File: src/rtl/rv_gpr_pkg.sv
// rtl/rv_gpr_pkg.sv - general-purpose register file types and constants
package rv_gpr_pkg;

  localparam int GPR_ADDR_W = 5;
  localparam int GPR_NUM    = 2 ** GPR_ADDR_W;

  typedef logic [GPR_ADDR_W-1:0] gpr_addr_t;

  // Which producer owns the write currently sitting in the output stage.
  typedef enum logic {
    WB_SRC_PIPE = 1'b0,
    WB_SRC_MDU  = 1'b1
  } wb_src_e;

endpackage

File: src/rtl/rv_pkg.sv
// rtl/rv_pkg.sv - core-wide architectural constants
package rv_pkg;

  localparam int XLEN = 32;

endpackage

File: src/rtl/rv_wb_fifo.sv
// rtl/rv_wb_fifo.sv - small synchronous FIFO with valid/ready push and occupancy count
module rv_wb_fifo #(
  parameter  int DEPTH = 2,
  parameter  int WIDTH = 8,
  localparam int PTR_W = (DEPTH > 1) ? $clog2(DEPTH) : 1,
  localparam int CNT_W = $clog2(DEPTH) + 1
) (
  input  logic             clk_i,
  input  logic             arstn_i,
  input  logic             push_valid_i,
  output logic             push_ready_o,
  input  logic [WIDTH-1:0] push_data_i,
  input  logic             pop_i,
  output logic             pop_valid_o,
  output logic [WIDTH-1:0] pop_data_o,
  output logic [CNT_W-1:0] cnt_o
);

  logic [WIDTH-1:0] mem_q [DEPTH];
  logic [PTR_W-1:0] wr_ptr_q, wr_ptr_d;
  logic [PTR_W-1:0] rd_ptr_q, rd_ptr_d;
  logic [CNT_W-1:0] cnt_q, cnt_d;
  logic             push_fire;
  logic             pop_fire;

  assign push_ready_o = (cnt_q != CNT_W'(DEPTH));
  assign pop_valid_o  = (cnt_q != '0);
  assign pop_data_o   = mem_q[rd_ptr_q];
  assign cnt_o        = cnt_q;
  assign push_fire    = push_valid_i && push_ready_o;
  assign pop_fire     = pop_i && pop_valid_o;

  // Pointer and occupancy next-state; DEPTH is a power of two so pointers wrap naturally.
  always_comb begin
    wr_ptr_d = wr_ptr_q;
    rd_ptr_d = rd_ptr_q;
    cnt_d    = cnt_q;
    if (push_fire) wr_ptr_d = wr_ptr_q + PTR_W'(1);
    if (pop_fire)  rd_ptr_d = rd_ptr_q + PTR_W'(1);
    case ({push_fire, pop_fire})
      2'b10:   cnt_d = cnt_q + CNT_W'(1);
      2'b01:   cnt_d = cnt_q - CNT_W'(1);
      default: cnt_d = cnt_q;
    endcase
  end

  // Pointer and count registers.
  always_ff @(posedge clk_i or negedge arstn_i) begin
    if (!arstn_i) begin
      wr_ptr_q <= '0;
      rd_ptr_q <= '0;
      cnt_q    <= '0;
    end else begin
      wr_ptr_q <= wr_ptr_d;
      rd_ptr_q <= rd_ptr_d;
      cnt_q    <= cnt_d;
    end
  end

  // Entry storage, written at the tail on an accepted push.
  always_ff @(posedge clk_i or negedge arstn_i) begin
    if (!arstn_i) begin
      for (int i = 0; i < DEPTH; i++) mem_q[i] <= '0;
    end else if (push_fire) begin
      mem_q[wr_ptr_q] <= push_data_i;
    end
  end

endmodule

File: src/rtl/rv_gpr_wb.sv
// rtl/rv_gpr_wb.sv - GPR writeback arbiter for pipeline and MDU results with pending scoreboard
module rv_gpr_wb
  import rv_pkg::*;
  import rv_gpr_pkg::*;
#(
  parameter int MDU_FIFO_DEPTH = 2
) (
  input  logic                            clk_i,
  input  logic                            arstn_i,
  input  logic                            pipe_wb_valid_i,
  input  logic [GPR_ADDR_W-1:0]           pipe_wb_addr_i,
  input  logic [XLEN-1:0]                 pipe_wb_data_i,
  input  logic                            mdu_wb_valid_i,
  output logic                            mdu_wb_ready_o,
  input  logic [GPR_ADDR_W-1:0]           mdu_wb_addr_i,
  input  logic [XLEN-1:0]                 mdu_wb_data_i,
  input  logic                            sb_set_i,
  input  logic [GPR_ADDR_W-1:0]           sb_set_addr_i,
  input  logic [GPR_ADDR_W-1:0]           sb_rs1_addr_i,
  input  logic [GPR_ADDR_W-1:0]           sb_rs2_addr_i,
  input  logic [GPR_ADDR_W-1:0]           sb_rd_addr_i,
  output logic                            sb_hazard_o,
  output logic                            gpr_wr_en_o,
  output logic [GPR_ADDR_W-1:0]           gpr_wr_addr_o,
  output logic [XLEN-1:0]                 gpr_wr_data_o,
  output logic [$clog2(MDU_FIFO_DEPTH):0] mdu_fifo_cnt_o
);

  localparam int ENT_W = GPR_ADDR_W + XLEN;

  logic             fifo_valid;
  logic             fifo_pop;
  logic [ENT_W-1:0] fifo_head;
  gpr_addr_t        head_addr;
  logic [XLEN-1:0]  head_data;

  logic             wr_en_q, wr_en_d;
  gpr_addr_t        wr_addr_q, wr_addr_d;
  logic [XLEN-1:0]  wr_data_q, wr_data_d;
  wb_src_e          src_q, src_d;

  logic [GPR_NUM-1:0] pending_q, pending_d;

  assign head_addr = fifo_head[ENT_W-1:XLEN];
  assign head_data = fifo_head[XLEN-1:0];

  // The FIFO only drains in cycles the pipeline leaves the write port idle.
  assign fifo_pop = !pipe_wb_valid_i && fifo_valid;

  rv_wb_fifo #(
    .DEPTH (MDU_FIFO_DEPTH),
    .WIDTH (ENT_W)
  ) u_mdu_fifo (
    .clk_i        (clk_i),
    .arstn_i      (arstn_i),
    .push_valid_i (mdu_wb_valid_i),
    .push_ready_o (mdu_wb_ready_o),
    .push_data_i  ({mdu_wb_addr_i, mdu_wb_data_i}),
    .pop_i        (fifo_pop),
    .pop_valid_o  (fifo_valid),
    .pop_data_o   (fifo_head),
    .cnt_o        (mdu_fifo_cnt_o)
  );

  // Pick this cycle's winner; an x0 winner still consumes its slot but never writes.
  always_comb begin
    wr_en_d   = 1'b0;
    wr_addr_d = head_addr;
    wr_data_d = head_data;
    src_d     = WB_SRC_MDU;
    if (pipe_wb_valid_i) begin
      wr_en_d   = (pipe_wb_addr_i != '0);
      wr_addr_d = pipe_wb_addr_i;
      wr_data_d = pipe_wb_data_i;
      src_d     = WB_SRC_PIPE;
    end else if (fifo_valid) begin
      wr_en_d   = (head_addr != '0);
    end
  end

  // Output stage toward the register file.
  always_ff @(posedge clk_i or negedge arstn_i) begin
    if (!arstn_i) begin
      wr_en_q   <= 1'b0;
      wr_addr_q <= '0;
      wr_data_q <= '0;
      src_q     <= WB_SRC_PIPE;
    end else begin
      wr_en_q   <= wr_en_d;
      wr_addr_q <= wr_addr_d;
      wr_data_q <= wr_data_d;
      src_q     <= src_d;
    end
  end

  assign gpr_wr_en_o   = wr_en_q;
  assign gpr_wr_addr_o = wr_addr_q;
  assign gpr_wr_data_o = wr_data_q;

  // Scoreboard update: MDU writes leaving the output stage clear, issues set; set is applied last so it wins.
  always_comb begin
    pending_d = pending_q;
    if (wr_en_q && (src_q == WB_SRC_MDU)) pending_d[wr_addr_q] = 1'b0;
    if (sb_set_i && (sb_set_addr_i != '0)) pending_d[sb_set_addr_i] = 1'b1;
  end

  // Pending vector register; x0 is never set, so its bit stays zero.
  always_ff @(posedge clk_i or negedge arstn_i) begin
    if (!arstn_i) pending_q <= '0;
    else          pending_q <= pending_d;
  end

  assign sb_hazard_o = pending_q[sb_rs1_addr_i] | pending_q[sb_rs2_addr_i] | pending_q[sb_rd_addr_i];

endmodule

File: config.mk
export PLATFORM = sky130hd
export DESIGN_NAME = rv_gpr_wb
export DESIGN_NICKNAME = d
export VERILOG_FILES = /design/src/rtl/rv_gpr_pkg.sv /design/src/rtl/rv_pkg.sv /design/src/rtl/rv_wb_fifo.sv /design/src/rtl/rv_gpr_wb.sv
export SDC_FILE = /design/constraint.sdc
export NUM_CORES = 1
export LEC_CHECK = 0
export CORE_AREA = 2 2 144 146
export CTS_BUF_LIST = sky130_fd_sc_hd__clkbuf_8 sky130_fd_sc_hd__clkbuf_16
export CTS_CLUSTER_DIAMETER = 60
export DETAILED_ROUTE_END_ITERATION = 8
export DIE_AREA = 0 0 146 148
export PLACE_DENSITY = 0.61
export SETUP_SLACK_MARGIN = 0.3
export SLEW_MARGIN = 25
export SYNTH_ARGS = -nofsm -noshare
export SYNTH_HDL_FRONTEND = slang
export SYNTH_SLANG_ARGS = --single-unit
File: constraint.sdc
create_clock -name clk_i -period 5.4 [get_ports clk_i]
set_input_delay 0.81 -clock clk_i [delete_from_list [all_inputs] [get_ports clk_i]]
set_output_delay 0.81 -clock clk_i [all_outputs]
set_load 0.01 [all_outputs]
==> results of run 1 <==
registers in the layout, summed over array words and instances, names as in the netlist:
signal	flops
gpr_wr_addr_o	5
gpr_wr_data_o	32
gpr_wr_en_o	1
pending_q	32
src_q	1
u_mdu_fifo.cnt_o	2
u_mdu_fifo.mem_q	74
u_mdu_fifo.rd_ptr_q	1
u_mdu_fifo.wr_ptr_q	1
report_power, final:
part	internal, mW	switching [mW]
logic	0.859	0.661
clock network	0.777	0.453
registers	1.62	0.396
total	3.26	1.51
stage by stage:
| step | total power, mW | hold WS [ns] | utilization | area (um^2) | setup WS (ns) |
|---|---|---|---|---|---|
| after CTS | 4.82 | 0.489 | 0.456 | 9130 | 1.30 |
| after detailed placement | 3.56 | 0.475 | 0.424 | 8510 | 1.31 |
| after global routing | 5.05 | 0.502 | 0.456 | 9130 | 1.13 |
| after floorplan | 2.86 | 0.457 | - | 6880 | 2.48 |
| final | 4.77 | 0.484 | 0.456 | 9140 | 1.31 |
| after global placement | 3.49 | 0.466 | 0.424 | 8510 | 1.34 |
layout by cell type, fill, tap and decap left out, types with 4 or more instances in the layout:
master / synthesis / final
mux2_1: 53 / 53
nor2_1: 8 / 8
dfrtp_1: 149 / 148
mux2_2: 26 / 26
nand3_1: 10 / 9
mux2i_1: 44 / 44
mux4_2: 15 / 15
nand3b_1: 7 / 7
nor2b_1: 6 / 6
nand2b_1: 7 / 7
clkbuf_8: 0 / 4
mux4_1: 6 / 6
o21ai_0: 100 / 100
nand2_1: 50 / 50
inv_1: 3 / 4
clkdlybuf4s50_1: 0 / 138
clkbuf_16: 0 / 17
xnor2_1: 4 / 4
buf_4: 1 / 5
final timing paths:
kind / from / end / slack [ns]
worst max-delay path: sb_rs1_addr_i[0] / sb_hazard_o / 1.31
worst max register to register: u_mdu_fifo.cnt_o[0] / u_mdu_fifo.mem_q[62] / 3.22
worst min register to register: u_mdu_fifo.mem_q[64] / u_mdu_fifo.mem_q[64] / 0.48
worst min-delay path: u_mdu_fifo.mem_q[64] / u_mdu_fifo.mem_q[64] / 0.48
max in group asynchronous: arstn_i / u_mdu_fifo.mem_q[0] / 3.68
min in group asynchronous: arstn_i / gpr_wr_data_o[20] / 0.49
synth_stat cells (all sizes together) (2+ instances only):
cell type  number  area, um^2
a2111oi         2        17.5
mux4           21         495
buf            17         100
nor2            9        41.3
xnor2           4        35.0
nand2          50         188
clkbuf         13        48.8
or3             2        12.5
nand2b          7        43.8
or3b            2        17.5
nand4           2        12.5
mux2           79         890
inv             3        11.3
o31ai           2        15.0
nor4            2        12.5
or4             2        15.0
o21ai         101         505
nor2b           6        37.5
nand3          10        50.1
nor3            2        10.0
o22ai           2        12.5
dfrtp         149        3730
nand3b          7        52.6
mux2i          44         440
logic make-up after synthesis:
kind of cell / count (synthesis) / synth area share
flip-flops: 149 / 0.542
multiplexers: 144 / 0.266
XOR/XNOR: 5 / 0.00637
AO/OA/AOI/OAI: 112 / 0.0864
buffers and inverters: 33 / 0.0233
AND/OR/NAND/NOR: 103 / 0.0742
adder cells (fa/ha/maj): 1 / 0.00182
cell type report:
type	instances	share of cell area
sequential	149	0.408
multi-input combinational	365	0.327
timing repair buffer	145	0.157
clock buffer	21	0.0526
tap	270	0.0370
clock inverter	11	0.0160
inverter	3	0.00123
antenna	1	0.000274
per-layer routing:
layer | vias to the layer above | track usage | wire, um
met2 | 228 | 0.267 | 8240
met3 | 45 | 0.0722 | 1820
li1 | 2263 | - | -
met5 | - | 0 | 12
met4 | 2 | 0.0728 | 447
met1 | 2477 | 0.200 | 7170
==> run_results.csv, run 1 <==
group,metric,value,unit
route,antenna_left,0,
layout,areaGrowthSynthToFinish,32.9,%
die,std_cell_rows,52,
setup_path,worst-r2r-cell-count,5,
cts,ctsLongestPathBuffers,2,
sta,timing.final.max_slew_violations,0,
layout,area.sequential,3730,um^2
sta,setup_total_negative_slack,0,ns
route,drtIter0Drc,361,
sta,timing.fmax,244,MHz
die,die_h,148,um
setup_path,crit_path_start_kind,"primary input",
cts,clk_latency_worst_skew_pair,0.41,ns
synth,async_set_or_reset_register_ratio_after_synthesis,1.00,
cts,cts_made_buffers,17,
synth,ys.flop_type,"dfrtp_1",
synth,syn-mean-instance-area,12.6,um^2
setup_path,worst_path_most_repeated_cell,"clkdlybuf4s50_1",
grt,first_global_vias,5232,
setup_path,cpLargestDelayFamily,"buffers and inverters",
hold_path,min-delay-path-class,"reg2reg",
cts,cts_setup_buffers,0,
layout,area_taken_by_multi_input_logic_gates,2990,um^2
grt,antenna_found_initial,2,
die,die_area,21600,um^2
route,vias_per_cell,5.20,
setup_path,critical_path_peak_fanout,9,
sta,rsz0062_at_grt,"false",
die,design.portCount,141,
synth,synth-seq-area-share,0.542,
synth,netlist_instances,547,
sta,final.setup_skew,0.00630,ns
synth,synth-seq-cells,149,
sta,maxSlewHeadroom,0.386,
synth,synth_edf_count,0,
route,remaining_drc_errors,0,
run_status,run_status,"complete, no violations",
grt,globalRoute.totalOverflow,0,
grt,global_route.usage.total,0.168,
sta,finalWorstPathRequiredPeriod,4.09,ns
setup_path,data_required_critical_path,4.59,ns
cts,clkSinkCount,149,
cts,tritoncts,"done",
setup_path,critPathArrivalTime,3.28,ns
placement,port_buffers,140,
grt,grt_pass1_wl,28100,um
layout,net_total_in_the_final_layout,781,
die,die_x,146,um
sta,final_hold_viol_count,0,
setup_path,worstPathCellList,"clkdlybuf4s50_1 -> mux4_1 -> mux2_2 -> a311oi_1 -> nand3_1 -> clkdlybuf4s50_1",
setup_path,critPathSlowestCell,"clkdlybuf4s50_1",
route,route.detailed.wl_per_inst,18.3,um
grt,grt_max_degree,102,
synth,synth.yosys.warnings,0,
cts,clk_transition_reported_paths,0.06,ns
cts,postCtsResizedCells,0,
cts,cts.root.buffer_cell,"clkbuf_16",
layout,post_layout_cell_count,965,
synth,synthesis.area,6880,um^2
setup_path,crit_buf_inv,2,
hold_path,holdPathStages,1,
placement,place.detailed.instances,932,
setup_path,critical_path.max_stage_delay,0.72,ns
route,route.vias.total,5015,
power_and_ir_drop,vdd_drop_max,0.000251,V
setup_path,critical_path.endpoint_type,"output port",
synth,post_synthesis_net_count,647,
cts,cts_hold_buffers,0,
die,core_area,20000,um^2
power_and_ir_drop,power.leakage,3.68,nW
sta,post-route-period-util,0.758,
placement,gp_congestion,0.921,
layout,drive_gt1_frac,0.120,
die,initial_core_utilization,0.343,
cts,number_of_h_tree_branching_levels,4,
setup_path,stages_on_the_worst_setup_path,6,
sta,worst_pin_slew,0.920,ns
placement,dp_hpwl,12600,um
layout,fill_cells,1830,
power_and_ir_drop,pwr_density_cell,522,nW/um^2
route,routed_wirelength,17700,um
sta,timing.final.setup_violations,0,
run,timing.max_cap.violations,0,
route,detailedRoute.firstPassIterationCount,5,
setup_path,crit_type,"in2out",
synth,synth.lib_cells_used.distinct,40,
No activity file was read; power rests on OpenSTA's default activity.
==> inputs of run 2 (changes only) <==
==> constraint.sdc (replaced) <==
create_clock -name clk_i -period 4.3 [get_ports clk_i]
set_input_delay 0.645 -clock clk_i [delete_from_list [all_inputs] [get_ports clk_i]]
set_output_delay 0.645 -clock clk_i [all_outputs]
set_load 0.01 [all_outputs]
==> run 2 against run 1 <==
Net effect:
- worst hold slack got worse by 0.38 ns
- wire length decreased by 0.68%
- clock skew increased by 0.0068 ns
- core utilization increased by 0.11 points
- combinational power increased by 26%
==> run_results.csv, run 2 (same netlist as run 1, synthesis figures left out) <==
group,metric,value,unit
cts,clk_latency_worst_skew_pair,0.42,ns
grt,global_route.usage.total,0.171,
setup_path,critical_path_peak_fanout,9,
die,design.portCount,141,
layout,commonest_cells_after_routing_fill_and_taps_aside,"148 x dfrtp_1, 138 x clkdlybuf4s50_1, 100 x o21ai_0, 53 x mux2_1, 50 x nand2_1",
sta,worst_pin_slew,0.835,ns
layout,areaGrowthSynthToFinish,33.2,%
cts,number_of_h_tree_branching_levels,4,
die,die_h,148,um
power_and_ir_drop,power_frac_comb,0.321,
die,initial_core_utilization,0.343,
placement,preCtsSetupSlack,0.508,ns
layout,net_total_in_the_final_layout,783,
sta,finalWorstPathRequiredPeriod,3.78,ns
power_and_ir_drop,power.switching_fraction,0.317,
route,vias_per_cell,5.19,
setup_path,crit_buf_inv,2,
route,route.vias.total,5019,
sta,final.setup_skew,0.0131,ns
route,drtIter0Drc,272,
grt,first_global_vias,5399,
cts,clkSinkCount,149,
power_and_ir_drop,power_frac_seq,0.425,
cts,cts.root.buffer_cell,"clkbuf_16",
power_and_ir_drop,vdd_drop_max,0.000281,V
sta,timing.final.setup_violations,0,
power_and_ir_drop,p_int,4.06,mW
cts,tritoncts,"done",
route,detailedRoute.firstPassIterationCount,4,
placement,gp_congestion,0.922,
run,timing.max_cap.violations,0,
sta,final_hold_viol_count,0,
layout,mostFrequentLayoutCell,"dfrtp_1",
cts,postCtsResizedCells,0,
sta,final.setup.worst_slack,0.517,ns
setup_path,critical_path.max_stage_delay,0.72,ns
power_and_ir_drop,power.leakage,3.69,nW
setup_path,worst_path_most_repeated_cell,"clkdlybuf4s50_1",
layout,drive_gt1_frac,0.119,
power_and_ir_drop,total_switching_power,1.89,mW
hold_path,min-delay-path-class,"in2async",
sta,setup_total_negative_slack,0,ns
layout,largest_reg_flops,74,
setup_path,critPathArrivalTime,3.14,ns
setup_path,critical_path.endpoint_type,"output port",
sta,timing.final.max_slew_violations,0,
layout,top_register,"u_mdu_fifo.mem_q",
cts,ctsLongestPathBuffers,2,
power_and_ir_drop,pwr_density_cell,650,nW/um^2
setup_path,data_required_critical_path,3.65,ns
sta,maxSlewHeadroom,0.442,
sta,rsz0062_at_grt,"false",
cts,cts_made_buffers,17,
setup_path,rrSetupSlack,2.03,ns
die,die_x,146,um
grt,globalRoute.totalOverflow,0,
grt,grt_max_degree,120,
grt,antenna_found_initial,2,
power_and_ir_drop,power.clock.fraction,0.254,
grt,grt_pass1_wl,28600,um
setup_path,worstPathCellList,"clkdlybuf4s50_1 -> mux4_1 -> mux2_2 -> a311oi_1 -> nand3_1 -> clkdlybuf4s50_1",
sta,timing.fmax,264,MHz
placement,dp_hpwl,12700,um
sta,post-route-period-util,0.880,
setup_path,critPathSlowestCell,"clkdlybuf4s50_1",
placement,port_buffers,140,
die,die_area,21600,um^2
route,antenna_left,0,
setup_path,cpLargestDelayFamily,"buffers and inverters",
setup_path,crit_path_start_kind,"primary input",
die,core_area,20000,um^2
cts,cts_hold_buffers,0,
setup_path,crit_type,"in2out",
route,remaining_drc_errors,0,
route,routed_wirelength,17600,um
cts,clk_transition_reported_paths,0.06,ns
die,std_cell_rows,52,
route,route.detailed.wl_per_inst,18.2,um
run_status,run_status,"complete, no violations",
cts,cts_setup_buffers,0,
run 2: worst register-to-register path: stages, from the launching register on:
cell	delay [ns]
dfrtp_1	0.42
nand2b_1	0.21
nand2_1	0.16
nor2_4	0.66
buf_4	0.34
mux2_2	0.35
run 2: power by group through the flow:
stage,Sequential (mW),Combinational [mW],Clock (mW)
6_report,2.53,1.91,1.51
3_5_place_dp,2.53,1.93,0
3_3_place_gp,2.51,1.87,0
4_1_cts,2.52,1.94,1.55
2_1_floorplan,2.39,1.19,0
5_1_grt,2.60,2.11,1.62
run 2: layout make-up:
class,count,area (um^2)
clock inverter,13,158
antenna,1,2.50
clock buffer,19,453
tap,270,338
timing repair buffer,147,1470
sequential,149,3730
fill,1867,10900
multi-input combinational,365,2990
inverter,3,11.3
run 2: per-layer routing:
layer,vias up,wire (um),GRT usage
li1,2279,-,-
met1,2490,7300,0.207
met2,204,8180,0.275
met3,44,1660,0.0670
met4,2,417,0.0680
met5,-,13,0
run 2: per-stage QoR:
stage          utilization  power [mW]  area (um^2)  hold WS [ns]  cells
6_report             0.457        5.95         9160         0.108    967
3_5_place_dp         0.425        4.47         8510         0.474    933
2_1_floorplan            -        3.59         6880         0.349    547
5_1_grt              0.457        6.32         9150        0.0993    966
4_1_cts              0.455        6.01         9120         0.428    965
3_3_place_gp         0.425        4.38         8510         0.467    933
run 2: worst paths after layout:
kind / startpoint / endpoint / depth (start not counted)
max: sb_rs1_addr_i[0] / sb_hazard_o / 6
min: arstn_i / gpr_wr_data_o[24] / 1
max reg2reg: u_mdu_fifo.cnt_o[0] / u_mdu_fifo.mem_q[62] / 5
min reg2reg: u_mdu_fifo.mem_q[52] / u_mdu_fifo.mem_q[52] / 1
max in group asynchronous: arstn_i / u_mdu_fifo.mem_q[0] / 3
min in group clk_i: pipe_wb_valid_i / src_q / 2
